[src/rtl/dff_bank_arbiter.sv]
// Round-robin write arbiter for a shared register bank with complementary outputs.
// Four level requesters; one grant at a time; one-cycle ack on write completion.
module dff_bank_arbiter #(
  parameter int unsigned WIDTH = 8
) (
  input  logic               clk,
  input  logic               clr,
  input  logic [3:0]         req,
  input  logic [4*WIDTH-1:0] wdata,
  output logic [3:0]         gnt,
  output logic [3:0]         ack,
  output logic [WIDTH-1:0]   q,
  output logic [WIDTH-1:0]   qn,
  output logic [1:0]         owner,
  output logic               busy
);

  typedef enum logic [1:0] {StIdle, StGnt, StDone} state_e;

  state_e           state_q;
  logic [1:0]       ptr_q;
  logic [1:0]       owner_q;
  logic [3:0]       gnt_q;
  logic [3:0]       ack_q;
  logic [WIDTH-1:0] q_q;

  logic [WIDTH-1:0] slice [4];
  logic [1:0]       win;
  logic [1:0]       idx;

  for (genvar i = 0; i < 4; i++) begin : g_slice
    assign slice[i] = wdata[i*WIDTH +: WIDTH];
  end

  // Scan from the farthest offset down so the requester closest to ptr wins.
  always_comb begin
    win = ptr_q;
    idx = '0;
    for (int i = 3; i >= 0; i--) begin
      idx = ptr_q + 2'(i);
      if (req[idx]) win = idx;
    end
  end

  always_ff @(posedge clk or negedge clr) begin
    if (!clr) begin
      state_q <= StIdle;
      ptr_q   <= '0;
      owner_q <= '0;
      gnt_q   <= '0;
      ack_q   <= '0;
      q_q     <= '0;
    end else begin
      case (state_q)
        StIdle: begin
          if (|req) begin
            gnt_q   <= 4'b0001 << win;
            owner_q <= win;
            state_q <= StGnt;
          end
        end
        StGnt: begin
          if (req[owner_q]) begin
            q_q     <= slice[owner_q];
            ack_q   <= 4'b0001 << owner_q;
            state_q <= StDone;
          end else begin
            // Abandoned request: release without writing, move past the owner.
            gnt_q   <= '0;
            ptr_q   <= owner_q + 2'd1;
            state_q <= StIdle;
          end
        end
        StDone: begin
          ack_q   <= '0;
          gnt_q   <= '0;
          ptr_q   <= owner_q + 2'd1;
          state_q <= StIdle;
        end
        default: state_q <= StIdle;
      endcase
    end
  end

  assign gnt   = gnt_q;
  assign ack   = ack_q;
  assign q     = q_q;
  assign qn    = ~q_q;
  assign owner = owner_q;
  assign busy  = (state_q != StIdle);

endmodule
[config.mk]
export PLATFORM = sky130hd
export DESIGN_NAME = dff_bank_arbiter
export DESIGN_NICKNAME = d
export VERILOG_FILES = /design/src/rtl/dff_bank_arbiter.sv
export SDC_FILE = /design/constraint.sdc
export NUM_CORES = 1
export LEC_CHECK = 0
export ABC_AREA = 1
export BUFFER_PORTS_ARGS = -buffer_cell sky130_fd_sc_hd__buf_2
export CAP_MARGIN = 30
export CORE_MARGIN = 5
export CORE_UTILIZATION = 41
export DETAILED_ROUTE_END_ITERATION = 6
export MAX_ROUTING_LAYER = met4
export PLACE_DENSITY_LB_ADDON = 0.05
export RECOVER_POWER = 50
export SLEW_MARGIN = 20
export SYNTH_ARGS = -nofsm -noshare
export SYNTH_HDL_FRONTEND = slang
export SYNTH_SLANG_ARGS = --single-unit
[constraint.sdc]
create_clock -name clk -period 1.5 [get_ports clk]
set_input_delay 0.3 -clock clk [delete_from_list [all_inputs] [get_ports clk]]
set_output_delay 0.3 -clock clk [all_outputs]
set_load 0.02 [all_outputs]
==> run summary <==
Register area share after synthesis - 0.3745
DRT Pass-1 Iters - 4
Cell Chain, Critical Path - inv_2 > ha_4 > inv_4 > buf_6
WP buf/inv - 3
Clock Skew - 0.01314 ns
Crit path DAT - 1.14 ns
Syn Std Cell Area - 1470 µm²
Final worst slack - 0.06298 ns
Clock network fraction of design power - 0.097
Total power - 4.801 mW
Leading area contributor after synthesis - dfrtp_1
Max_cap viols - 0
Sequential Power Share - 0.215
First-pass GRT wire length - 6.824 mm
Post-DRT Antenna Nets - 0
Largest net degree at the start of global routing - 23
DP Worst Slack - -0.003887 ns
Sw frac - 0.4991
Port Buf Inserts - 64
Finished Core Util - 0.6007
Max FO, Critical Path - 3
Synth warn - 0
Crit path max-delay family - flip-flops
Layout cell share with drive strength beyond 1 - 0.3540
Routability cong. - 0.9297
Synth Area per Inst - 6.902 µm²
Run status - complete, no violations
DPL Wire Length - 3.088 mm
Synth Area in XOR/XNOR - 0
Initial antenna violation count - 0
Post-Place Cells - 329
Via-to-Cell Ratio - 4.757
Vert. Die Dim - 69.88 µm
Average wire per standard cell - 11.70 µm
Global route overflow - 0
Main combinational cell family by area after synthesis - simple AND/OR/NAND/NOR gates
Worst path slowest cell - dfrtp_1
Critical path type - flip-flop to output pin
Post-Syn Nets - 258
Clk_lat worst skew - 0.32 ns
Sink Count - 22
Multi-input logic area - 795.8 µm²
Routed wire length - 3.943 mm
Die Width - 69.88 µm
Clk buf depth - 2
Count of pins over their slew limit - 0
Adder-Cell Fraction of Synth Area - 0.05957
DR iter-0 viols - 55
Slew @ Worst Pin - 0.5868 ns
CTS tree - built
Crit path launch type - flip-flop
Highest clock rate - 0.6959 GHz
Filler cells - 346
Die footprint - 4883 µm²
Final Hold Violating Endpoints - 0
Compound-Gate Fraction of Synth Area - 0.1728
# DRC - 0
Ports - 65
FP Rows - 21
Rel. slew slack - 0.6088
CP Capture Type - output pin
Period utilization - 0.9580
Top cells by area, synth - dfrtp_1, nand2_1, o21ai_0, inv_1, ha_1
Synth Area in Simple Gates - 0.2783
Distinct cells, synth - 20
Vias in the first global route - 1578
Vias post-DR - 1603
Tmin final - 1.437 ns
Final Setup Violations - 0
Register Area - 554.3 µm²
Peak VDD IR - 1.059 mV
Total Neg Setup Slack - 0 ns
Final Non-Filler Cells - 337
Yosys top cell area share - 0.3745
Req. time, crit path - 1.20 ns
Leak pwr - 1.117 nW
Pint - 2.405 mW
Core region area - 3416 µm²
CTS buffer count - 3
Syn Inst Count - 213
Synthesized flop and latch total - 22
Layout area overhead - 39.57%
CP peak stage delay - 0.43 ns
Unrepaired setup endpoints after global routing - true
Final net count - 337
All-Layer GR Usage - 0.1694
Ant. Diodes - 0
Clk root buf - clkbuf_4
Initial core utilization - 0.4304
Comb pwr share - 0.688
Mux cell area share after synthesis - 0
CTS H-tree lvls - 1
Cell Pwr Density - 2340 nW/µm²
Switch Pwr - 2.396 mW
Worst hold path class - primary input to flip-flop
Clock-pin slew on the worst setup and hold paths - 0.14 ns
sequential cells by signal (all words and copies together) (netlist names):
signal,flops
ptr_q,2
state_q,2
owner,2
gnt,4
ack,4
q,8
cell usage in the layout (no fill, tap or decap), drive strengths merged:
cell type / count
nand2: 56
bufinv: 1
clkbuf: 13
buf: 71
inv: 32
nand4: 1
o22ai: 8
dlygate4sd3: 1
ha: 7
dfrtp: 22
a21oi: 5
o21ai: 35
nor2: 22
nand3: 17
power groups by stage:
stage	clock network [mW]	logic [mW]	registers, mW
after global placement	0	3.09	1.03
final	0.466	3.30	1.03
after CTS	0.485	3.16	1.02
after detailed placement	0	3.07	1.04
after floorplan	0	1.87	1.26
after global routing	0.498	3.74	1.08
final timing paths:
path | start | end | slack [ns] | cells after the start
max | state_q[1] | busy | 0.06 | 4
min | wdata[4] | q[4] | 0.36 | 5
max reg2reg | ptr_q[0] | gnt[1] | 0.10 | 9
min reg2reg | gnt[1] | gnt[1] | 0.50 | 2
max in group asynchronous | clr | ptr_q[0] | 0.57 | 2
min in group asynchronous | clr | owner[0] | 0.50 | 2
cells in the mapped netlist:
cell / count
nand2_1: 51
o21ai_0: 34
inv_1: 30
dfrtp_1: 22
nor2_1: 21
nand3_1: 15
o22ai_1: 8
ha_1: 7
nand2_2: 5
a21oi_1: 4
buf_2: 3
buf_4: 2
clkbuf_1: 2
inv_2: 2
nand3_2: 2
a21oi_2: 1
buf_6: 1
nand4_1: 1
nor2_2: 1
o21ai_1: 1
area by class of cell:
class	count	share of cell area
clock buffers	3	0.01098
clock inverters	1	0.01463
well taps	46	0.02805
flip-flops and latches	22	0.2701
repair buffers	82	0.2287
multi-input cells	151	0.3878
inverters	32	0.05976
metal layers:
metal / track usage / wire, µm / up-vias / share of wire
li1: - / - / 837 / -
met1: 0.2076 / 1778 / 717 / 0.45
met2: 0.2791 / 1844 / 45 / 0.47
met3: 0.03443 / 275 / 4 / 0.070
met4: 0.05532 / 44 / 0 / 0.011
met5: - / 0 / - / 0
kinds of logic (layout without fill, tap and decap cells):
kind of cell | count (synthesis) | count (layout)
buf+inv | 40 | 118
fa+ha+maj | 7 | 7
simple gates | 96 | 96
flops | 22 | 22
compound gates | 48 | 48
timing repair:
item                                    in CTS  in global routing
endpoints found under the hold margin       22                  0
endpoints found under the setup margin       1                 21
buffers inserted                             1                  2
pin swaps                                    0                  2
cloned                                       0                  0
hold buffers                                 1                  0
gates resized for setup                      6                 22
worst reg2reg max path, cell delays in order (launching register included):
cell     delay (ns)
dfrtp_2        0.47
buf_4          0.17
o21ai_0        0.18
nand3_1        0.10
nand3_1        0.07
nand2_1        0.06
nand2_2        0.09
inv_1          0.06
nand3_1        0.08
nand2_1        0.05
stage by stage:
stage	hold WS, ns	instance area (µm²)
6_report	0.3583	2052
5_1_grt	0.3820	2052
4_1_cts	0.3505	2006
3_5_place_dp	0.3060	1917
3_3_place_gp	0.3048	1917
2_1_floorplan	0.004409	1470
(Power assumes the default switching activity.)
